`config.mk`:
```
export PLATFORM = sky130hd
export DESIGN_NAME = czpmem_loader_flat
export DESIGN_NICKNAME = d
export VERILOG_FILES = /design/src/rtl/czpmem_loader_if.sv /design/src/rtl/czpmem_loader.sv /design/src/flat_wrapper.sv
export SDC_FILE = /design/constraint.sdc
export NUM_CORES = 1
export LEC_CHECK = 0
export BUFFER_PORTS_ARGS = -buffer_cell sky130_fd_sc_hd__buf_2
export CAP_MARGIN = 20
export CORE_UTILIZATION = 45
export CTS_BUF_LIST = sky130_fd_sc_hd__clkbuf_4
export DETAILED_ROUTE_END_ITERATION = 10
export GPL_ROUTABILITY_DRIVEN = 0
export GPL_TIMING_DRIVEN = 1
export PLACE_DENSITY = 0.75
export SKIP_CTS_REPAIR_TIMING = 1
export SKIP_LAST_GASP = 1
export SLEW_MARGIN = 20
export SYNTH_ARGS = -nofsm -noshare
export SYNTH_HDL_FRONTEND = slang
export SYNTH_SLANG_ARGS = --single-unit
```
`constraint.sdc`:
```
create_clock -name CLK -period 2.5 [get_ports CLK]
set_input_delay 0.5 -clock CLK [delete_from_list [all_inputs] [get_ports CLK]]
set_output_delay 0.5 -clock CLK [all_outputs]
set_load 0.1 [all_outputs]
```
`src/rtl/czpmem_loader_if.sv`:
```
`default_nettype none
// ============================================================================
// Module      : czpmem_loader_if
// Description : Byte-stream and program-memory write-port bundle for the
//               czpmem loader. The master modport is the loader itself: it
//               consumes the host byte stream and drives the memory write port.
//               The slave modport is the environment: host link plus memory.
// Revision    : 1.0 - initial release
// ============================================================================
interface czpmem_loader_if #(
  parameter int PC_WIDTH = 10
);
  logic [7:0]          BYTE_IN;
  logic                BYTE_VLD;
  logic                BYTE_RDY;
  logic                PM_WE;
  logic [PC_WIDTH-1:0] PM_WADDR;
  logic [31:0]         PM_WDATA;

  modport master (
    input  BYTE_IN, BYTE_VLD,
    output BYTE_RDY, PM_WE, PM_WADDR, PM_WDATA
  );

  modport slave (
    output BYTE_IN, BYTE_VLD,
    input  BYTE_RDY, PM_WE, PM_WADDR, PM_WDATA
  );
endinterface
`default_nettype wire

```
`src/rtl/czpmem_loader.sv`:
```
`default_nettype none
// ============================================================================
// Module      : czpmem_loader
// Description : Program loader. Takes a 4-byte little-endian word count N
//               followed by N little-endian 32-bit words from the host byte
//               stream and writes them to program memory from address 0,
//               holding the core in reset until the image is complete.
// Revision    : 1.0 - initial release
// ============================================================================
module czpmem_loader #(
  parameter int PC_WIDTH = 10
) (
  input  wire logic          CLK,
  input  wire logic          RST_N,
  input  wire logic          START,
  czpmem_loader_if.master    bus,
  output logic               CPU_HOLD,
  output logic               BUSY,
  output logic               DONE,
  output logic               ERR,
  output logic [PC_WIDTH:0]  WORD_CNT
);

  typedef enum logic [2:0] {
    S_IDLE = 3'd0,
    S_LEN  = 3'd1,
    S_DATA = 3'd2,
    S_DONE = 3'd3,
    S_ERR  = 3'd4
  } state_t;

  // Largest image that fits; a header above this cannot be loaded.
  localparam logic [31:0] MAX_WORDS = 32'd1 << PC_WIDTH;

  state_t              state_q;
  logic [1:0]          idx_q;      // byte position within the current word
  logic [23:0]         asm_q;      // first three bytes of the word being built
  logic [PC_WIDTH:0]   len_q;      // validated word count N
  logic [PC_WIDTH:0]   cnt_q;
  logic                rdy_q;
  logic                we_q;
  logic [PC_WIDTH-1:0] waddr_q;
  logic [31:0]         wdata_q;
  logic                hold_q;
  logic                busy_q;
  logic                done_q;
  logic                err_q;

  logic                xfer;
  logic [31:0]         full_word;
  logic [PC_WIDTH:0]   cnt_inc_d;

  assign xfer      = bus.BYTE_VLD & rdy_q;
  // The 4th byte completes a word straight from the input, so no extra cycle.
  assign full_word = {bus.BYTE_IN, asm_q};
  assign cnt_inc_d = cnt_q + 1'b1;

  assign bus.BYTE_RDY = rdy_q;
  assign bus.PM_WE    = we_q;
  assign bus.PM_WADDR = waddr_q;
  assign bus.PM_WDATA = wdata_q;
  assign CPU_HOLD     = hold_q;
  assign BUSY         = busy_q;
  assign DONE         = done_q;
  assign ERR          = err_q;
  assign WORD_CNT     = cnt_q;

  // Loader FSM: header capture, word assembly, write pulses and status flags.
  always_ff @(posedge CLK or negedge RST_N) begin
    if (!RST_N) begin
      state_q <= S_IDLE;
      idx_q   <= '0;
      asm_q   <= '0;
      len_q   <= '0;
      cnt_q   <= '0;
      rdy_q   <= 1'b0;
      we_q    <= 1'b0;
      waddr_q <= '0;
      wdata_q <= '0;
      hold_q  <= 1'b1;
      busy_q  <= 1'b0;
      done_q  <= 1'b0;
      err_q   <= 1'b0;
    end else begin
      we_q <= 1'b0;
      case (state_q)
        S_IDLE, S_DONE, S_ERR: begin
          if (START) begin
            state_q <= S_LEN;
            idx_q   <= '0;
            asm_q   <= '0;
            len_q   <= '0;
            cnt_q   <= '0;
            waddr_q <= '0;
            rdy_q   <= 1'b1;
            hold_q  <= 1'b1;
            busy_q  <= 1'b1;
            done_q  <= 1'b0;
            err_q   <= 1'b0;
          end
        end

        S_LEN: begin
          if (xfer) begin
            if (idx_q == 2'd3) begin
              idx_q <= '0;
              if (full_word == 32'd0) begin
                state_q <= S_DONE;
                rdy_q   <= 1'b0;
                busy_q  <= 1'b0;
                done_q  <= 1'b1;
                hold_q  <= 1'b0;
              end else if (full_word > MAX_WORDS) begin
                state_q <= S_ERR;
                rdy_q   <= 1'b0;
                busy_q  <= 1'b0;
                err_q   <= 1'b1;
              end else begin
                state_q <= S_DATA;
                len_q   <= full_word[PC_WIDTH:0];
              end
            end else begin
              case (idx_q)
                2'd0:    asm_q[7:0]   <= bus.BYTE_IN;
                2'd1:    asm_q[15:8]  <= bus.BYTE_IN;
                default: asm_q[23:16] <= bus.BYTE_IN;
              endcase
              idx_q <= idx_q + 2'd1;
            end
          end
        end

        S_DATA: begin
          // Ready was dropped with the final word's write pulse; finish now.
          if (!rdy_q) begin
            state_q <= S_DONE;
            busy_q  <= 1'b0;
            done_q  <= 1'b1;
            hold_q  <= 1'b0;
          end else if (xfer) begin
            if (idx_q == 2'd3) begin
              idx_q   <= '0;
              wdata_q <= full_word;
              waddr_q <= cnt_q[PC_WIDTH-1:0];
              we_q    <= 1'b1;
              cnt_q   <= cnt_inc_d;
              if (cnt_inc_d == len_q) begin
                rdy_q <= 1'b0;
              end
            end else begin
              case (idx_q)
                2'd0:    asm_q[7:0]   <= bus.BYTE_IN;
                2'd1:    asm_q[15:8]  <= bus.BYTE_IN;
                default: asm_q[23:16] <= bus.BYTE_IN;
              endcase
              idx_q <= idx_q + 2'd1;
            end
          end
        end

        default: begin
          state_q <= S_IDLE;
          rdy_q   <= 1'b0;
          hold_q  <= 1'b1;
          busy_q  <= 1'b0;
          done_q  <= 1'b0;
          err_q   <= 1'b0;
        end
      endcase
    end
  end

endmodule
`default_nettype wire

```
`src/flat_wrapper.sv`:
```
// flat-port wrapper written by rule: the top's interface ports become plain ports
module czpmem_loader_flat 
#(
  parameter int PC_WIDTH = 10
)
  (CLK, RST_N, START, CPU_HOLD, BUSY, DONE, ERR, WORD_CNT, bus_BYTE_IN, bus_BYTE_VLD, bus_BYTE_RDY, bus_PM_WE, bus_PM_WADDR, bus_PM_WDATA);
  czpmem_loader_if #(.PC_WIDTH(PC_WIDTH)) bus_i ();
  input  wire logic CLK;
  input  wire logic RST_N;
  input  wire logic START;
  output logic CPU_HOLD;
  output logic BUSY;
  output logic DONE;
  output logic ERR;
  output logic [PC_WIDTH:0] WORD_CNT;
  input wire logic [$bits(bus_i.BYTE_IN)-1:0] bus_BYTE_IN;
  input wire logic [$bits(bus_i.BYTE_VLD)-1:0] bus_BYTE_VLD;
  output wire logic [$bits(bus_i.BYTE_RDY)-1:0] bus_BYTE_RDY;
  output wire logic [$bits(bus_i.PM_WE)-1:0] bus_PM_WE;
  output wire logic [$bits(bus_i.PM_WADDR)-1:0] bus_PM_WADDR;
  output wire logic [$bits(bus_i.PM_WDATA)-1:0] bus_PM_WDATA;
  assign bus_i.BYTE_IN = bus_BYTE_IN;
  assign bus_i.BYTE_VLD = bus_BYTE_VLD;
  assign bus_BYTE_RDY = bus_i.BYTE_RDY;
  assign bus_PM_WE = bus_i.PM_WE;
  assign bus_PM_WADDR = bus_i.PM_WADDR;
  assign bus_PM_WDATA = bus_i.PM_WDATA;
  czpmem_loader #(.PC_WIDTH(PC_WIDTH)) u_core (.CLK(CLK), .RST_N(RST_N), .START(START), .bus(bus_i), .CPU_HOLD(CPU_HOLD), .BUSY(BUSY), .DONE(DONE), .ERR(ERR), .WORD_CNT(WORD_CNT));
endmodule
```
Word-level counts from Yosys, hierarchy flattened:

Cells that the tools add are included.

* add/subtract/negate cells: 2
* $mul: 0
* divide/modulo/power cells: 0
* order comparisons: 1
* equality and inequality tests: 19
* shift operators: 0
* multiplexer cells: 66
* bitwise gates (word level): 2
* reduce and logical (&&, ||, !) cells: 17

Operator list (number)
* 24-bit 2-to-1 mux: 4
* 11-bit 2-to-1 mux: 8
* 24-bit one-hot mux with 3 select lines: 1
* 11-bit one-hot mux with 2 select lines: 2
* 10-bit 2-to-1 mux: 4
* 32-bit by 11-bit > comparator with 1-bit output, second input constant: 1
* 32-bit logical NOT: 1
* 1-bit 2-to-1 mux: 26
* 8-bit 2-to-1 mux: 3
* 10-bit one-hot mux with 2 select lines: 1
* 3-bit 2-to-1 mux: 6
* 1-bit one-hot mux with 3 select lines: 5
* 5-bit AND reduction: 3
* 2-bit by 1-bit inequality test with 1-bit output, second input constant: 7
* 4-bit AND reduction: 3
* 6-bit AND reduction: 2
* 11-bit by 1-bit adder with 11-bit output, second input constant: 1
* 11-bit == test: 1
* 3-bit one-hot mux with 3 select lines: 1
* 2-bit 2-to-1 mux: 4
* 2-bit inequality test, second input constant: 4
* 3-bit by 2-bit == test with 1-bit output, second input constant: 2
* 2-bit one-hot mux with 3 select lines: 1
* 2-bit nonzero test: 2
* other kinds (14): 14

* register bits after elaboration: 99
* bits in latches: 0
* memory bits (writable): 0
* bits in read-only memories: 0
* input port bits: 12
* output and inout port bits: 59
* word-level logic and storage cells: 120
* memories kept: 0

Longest topological paths before layout:

* word-level depth: 7
* mapped depth: 9
* depth with buffers taken out: 7

Worst setup path before layout:

OpenSTA, ideal clock, no wires.

* path type: register -> register
* from: register u_core.cnt_q[0] (netlist: u_core.WORD_CNT[0])
* to: register u_core.rdy_q (netlist: u_core.bus.BYTE_RDY)
* setup time: 0.136 ns
* arrival time: 2.383 ns
* required time: 2.364 ns
* path slack: -0.019 ns
* cell stages (with the launch flop): 8
* period minus slack after synthesis: 2.519 ns
* cell sequence: dfrtp_1 > ha_1 > nand4_1 > nor3_1 > xnor2_1 > o2111ai_1 > nor4_1 > o211ai_1

* cells in the longest elaborated chain, start to end: 7

RTL lines
* start, declared: line czpmem_loader.sv:39 `logic [PC_WIDTH:0] cnt_q;`
* start signal, assigned: line czpmem_loader.sv:146 `cnt_q <= cnt_inc_d;`
* 11-bit by 1-bit adder with 11-bit output: line czpmem_loader.sv:56 `assign cnt_inc_d = cnt_q + 1'b1;`
* 11-bit == test: line czpmem_loader.sv:147 `if (cnt_inc_d == len_q) begin`
* 1-bit 2-to-1 mux: line czpmem_loader.sv:147
* 1-bit 2-to-1 mux: line czpmem_loader.sv:141 `if (idx_q == 2'd3) begin`
* 1-bit 2-to-1 mux: line czpmem_loader.sv:140 `end else if (xfer) begin`
* 1-bit 2-to-1 mux: line czpmem_loader.sv:135 `if (!rdy_q) begin`
* 1-bit one-hot mux with 3 select lines: line czpmem_loader.sv:86 `case (state_q)`
* end signal, assigned: line czpmem_loader.sv:95 `rdy_q <= 1'b1;`
* end signal, assigned: line czpmem_loader.sv:148 `rdy_q <= 1'b0;`
* end signal, assigned: line czpmem_loader.sv:163 `rdy_q <= 1'b0;`
* end, declared: line czpmem_loader.sv:40 `logic rdy_q;`

Every way passes these cells.
A chain may end at the register's enable or synchronous reset.

Final worst setup path:

* from: register u_core.cnt_q[1] (netlist: u_core.WORD_CNT[1])
* to: register u_core.rdy_q (netlist: u_core.bus.BYTE_RDY)

Same word-level chain as after synthesis.

==> impl_metrics.yaml <==
sta:
  setup_viol: 0
  min_period_over_period_pct: 88.1
  rsz0062_at_grt: "no"
  max_freq_ghz: 0.454
  maxSlewHeadroom_pct: 67.3
  max_slew.worst_pin.slew_ns: 0.493
  drv_slew: 0
  min_period_ns: 2.20
  finalSetupTns_ns: 0
  fin_worst_skew_ns: 0.0342
  hold_viol_final: 0
critical_path:
  crit_type: "reg2reg"
  worstPathCellList: "ha_1 -> nand4_1 -> nor3_1 -> xnor2_1 -> o2111ai_1 -> nor4_1 -> o211ai_1"
  cp_max_fo: 6
  slowest_stage: "dfrtp_1"
  cp-start-kind: "flop"
  slowest_delay_ns: 0.48
  cp.required_ns: 2.85
  r2r_setup_slack_ns: 0.30
  r2r_end: "u_core.bus.BYTE_RDY"
  critPathCaptureType: "flop"
  cp.arrival_ns: 2.55
  r2r_cells: 7
  reg2reg_from: "u_core.WORD_CNT[1]"
global_route:
  grt_use_met1_pct: 26.1
  grt_max_degree: 64
  antenna_found_initial: 0
  grt_pass1_vias: 3328
  use_met2_pct: 32.6
  busiest_layer: "met2"
  grt-ovfl-total: 0
  globalRouteMet3Util_pct: 2.98
  grt_pass1_wl_mm: 16.0
  grt.total_usage_pct: 19.7
worst_hold_path:
  hold_path_class: "in2reg"
  holdPathEnd: "u_core.bus.PM_WDATA[29]"
  min-delay-start: "bus_BYTE_IN[5]"
  min_path_cells: 3
routing:
  wl_per_cell_um: 15.1
  drcViolationCount: 0
  wirelength_mm: 9.83
  vias: 3499
  viasPerCell: 5.37
  first_pass_iters: 5
  drtIter0Drc: 192
  ant_nets: 0
yosys:
  ys_warn_count: 0
  async_flop_share_pct: 100
  avgSynthCellArea_um2: 10.3
  synth_nets: 463
  yosys_most_used_dff: "dfrtp_1"
  syn_area_um2: 4590
  yosys.area_share.simple_pct: 18.3
  synth.area.mux_share_pct: 6.76
  synth_top_family_by_area: "simple AND/OR/NAND/NOR gates"
  synth_compound_gate_area_share_pct: 13.6
  synth_edf_count: 0
  synth-seq-area-share_pct: 54.0
  synthCells: 447
  synthXorXnorAreaFrac_pct: 3.05
  yosysUniqueCellTypes: 54
  ys_seq_elements: 99
  synth_adder_area_share_pct: 1.09
floorplan:
  rows: 36
  initial_core_util_pct: 46.8
  dieArea_um2: 10600
  die_w_um: 103
  fp.dieH_um: 103
  core_area_um2: 9820
  ios: 71
place:
  dp_hpwl_mm: 6.99
  place_area_um2: 5060
  port_buffers: 70
clock_network:
  cts-root-buf: "clkbuf_4"
  cts_tree: "done"
  clock-sinks: 99
  htreeDepth: 3
  cts_buffers: 9
  cts_buffer_depth: 2
  clk_latency_ns: 0.46
  clk_pin_slew_worst_paths_ns: 0.18
power:
  p_leak_nw: 2.76
  peakVddDrop_v: 0.000385
  p_per_area_nw_per_um2: 851
finish:
  fillers: 900
  design_area_um2: 5230
  seqCellArea_um2: 2480
  multiInputGateArea_um2: 1960
  antenna_cells: 0
  finalNetCount: 530
  drive_gt1_share_pct: 25.4
  syn_to_final_growth_pct: 13.9
status:
  status: "finished clean"
job:
  drv_cap: 0
## Yosys cell counts (all sizes together) (2+ instances only)
cell | n | area share [%]
a21o | 2 | 0.33
a21oi | 7 | 0.76
a22o | 22 | 4.2
a31oi | 4 | 0.54
a32oi | 2 | 0.38
and2 | 9 | 1.3
and3 | 2 | 0.27
buf | 18 | 2.3
clkbuf | 3 | 0.25
dfrtp | 98 | 53
ha | 4 | 1.1
inv | 8 | 0.65
mux2 | 24 | 6.5
nand2 | 124 | 10
nand2b | 2 | 0.27
nand3 | 10 | 1.2
nand4 | 2 | 0.27
nor2 | 16 | 1.4
nor2b | 5 | 0.68
nor3 | 7 | 0.87
nor4 | 10 | 1.5
o211ai | 2 | 0.33
o21a | 2 | 0.33
o21ai | 31 | 4.4
o21bai | 2 | 0.41
o31ai | 2 | 0.33
xnor2 | 7 | 1.3
xor2 | 9 | 1.7
## per-layer routing
| metal | share of wire (%) | up-vias |
|---|---|---|
| met4 | 1.9 | 0 |
| met5 | 0 | - |
| met3 | 4.1 | 19 |
| met2 | 47 | 86 |
| met1 | 47 | 1712 |
| li1 | - | 1682 |
## registers in the layout (all words and copies together) (netlist names)
| signal | cells |
|---|---|
| u_core.bus.PM_WDATA | 32 |
| u_core.bus.PM_WE | 1 |
| u_core.DONE | 1 |
| u_core.bus.PM_WADDR | 10 |
| u_core.idx_q | 2 |
| u_core.CPU_HOLD | 1 |
| u_core.bus.BYTE_RDY | 1 |
| u_core.len_q | 11 |
| u_core.WORD_CNT | 11 |
| u_core.BUSY | 1 |
| u_core.asm_q | 24 |
| u_core.ERR | 1 |
| u_core.state_q | 3 |
## kinds of logic (layout without fill, tap and decap cells)
family,Yosys count,after routing
multiplexers,25,25
flip-flops,99,99
XOR/XNOR,16,16
AO/OA/AOI/OAI,84,84
adder cells (fa/ha/maj),4,4
buffers and inverters,29,101
AND/OR/NAND/NOR,190,190
## power by group
group          leakage (nW)  switching (mW)  internal (mW)
clock                0.0832           0.629          0.251
sequential             1.34           0.248           1.81
combinational          1.33           0.944          0.566
total                  2.76            1.82           2.63
## metrics by stage
| stage | hold slack (ns) | power (mW) | std cells | setup WS (ns) | utilization [%] |
|---|---|---|---|---|---|
| detailed placement | 0.457 | 3.60 | 635 | 0.267 | 51.6 |
| global placement | 0.455 | 3.56 | 635 | 0.299 | 51.6 |
| finish | 0.250 | 4.45 | 652 | 0.298 | 53.3 |
| floorplan | 0.204 | 3.25 | 447 | 0.0125 | - |
| global route | 0.239 | 4.68 | 652 | 0.0759 | 53.3 |
| CTS | -0.0369 | 4.48 | 651 | 0.241 | 53.2 |
## area by class of cell
class | instances | share of cell area, %
clock buffer | 9 | 1.29
multi-input combinational | 319 | 37.6
clock inverter | 7 | 1.70
sequential | 99 | 47.4
timing repair buffer | 77 | 8.28
inverter | 8 | 0.574
tap | 133 | 3.18
## cell usage in the layout, fill, tap and decap left out, types with 3 or more instances in the layout
master / synthesis / layout
dfrtp_1: 98 / 97
nor2_1: 15 / 15
o21ai_0: 21 / 21
buf_4: 3 / 5
a21oi_1: 7 / 7
and2_1: 8 / 8
nor2b_1: 5 / 5
a31oi_1: 4 / 4
clkbuf_4: 0 / 9
clkinv_8: 0 / 3
mux2_4: 8 / 8
nor4_1: 9 / 9
inv_1: 7 / 7
o21ai_1: 5 / 5
nand2_1: 124 / 124
xor2_1: 9 / 9
buf_2: 14 / 69
nand3_1: 9 / 9
nor3_1: 6 / 6
a22o_1: 22 / 22
ha_1: 4 / 4
mux2_2: 16 / 16
o21ai_4: 4 / 4
xnor2_1: 7 / 7
## worst max-delay path, delay by kind of cell (launching register included)
kind | cells | cell delay (ns)
DFF | 1 | 0.48
AOI/OAI and AO/OA | 2 | 0.26
adders and majority gates | 1 | 0.31
and+or+nand+nor | 3 | 0.88
xor gates and xnor gates | 1 | 0.18
## how the worst max path moves through the flow
stage                            start             endpoint  slack, ns  depth (start not counted)
finish              u_core.WORD_CNT[1]  u_core.bus.BYTE_RDY       0.30                          7
global route        u_core.WORD_CNT[1]  u_core.bus.BYTE_RDY       0.08                          7
CTS                 u_core.WORD_CNT[1]  u_core.bus.BYTE_RDY       0.24                          7
detailed placement  u_core.WORD_CNT[1]  u_core.bus.BYTE_RDY       0.27                          7
global placement    u_core.WORD_CNT[0]  u_core.bus.BYTE_RDY       0.30                          7
floorplan           u_core.WORD_CNT[1]  u_core.bus.BYTE_RDY       0.01                          7
Note: power is estimated with default switching activity, not from simulation.
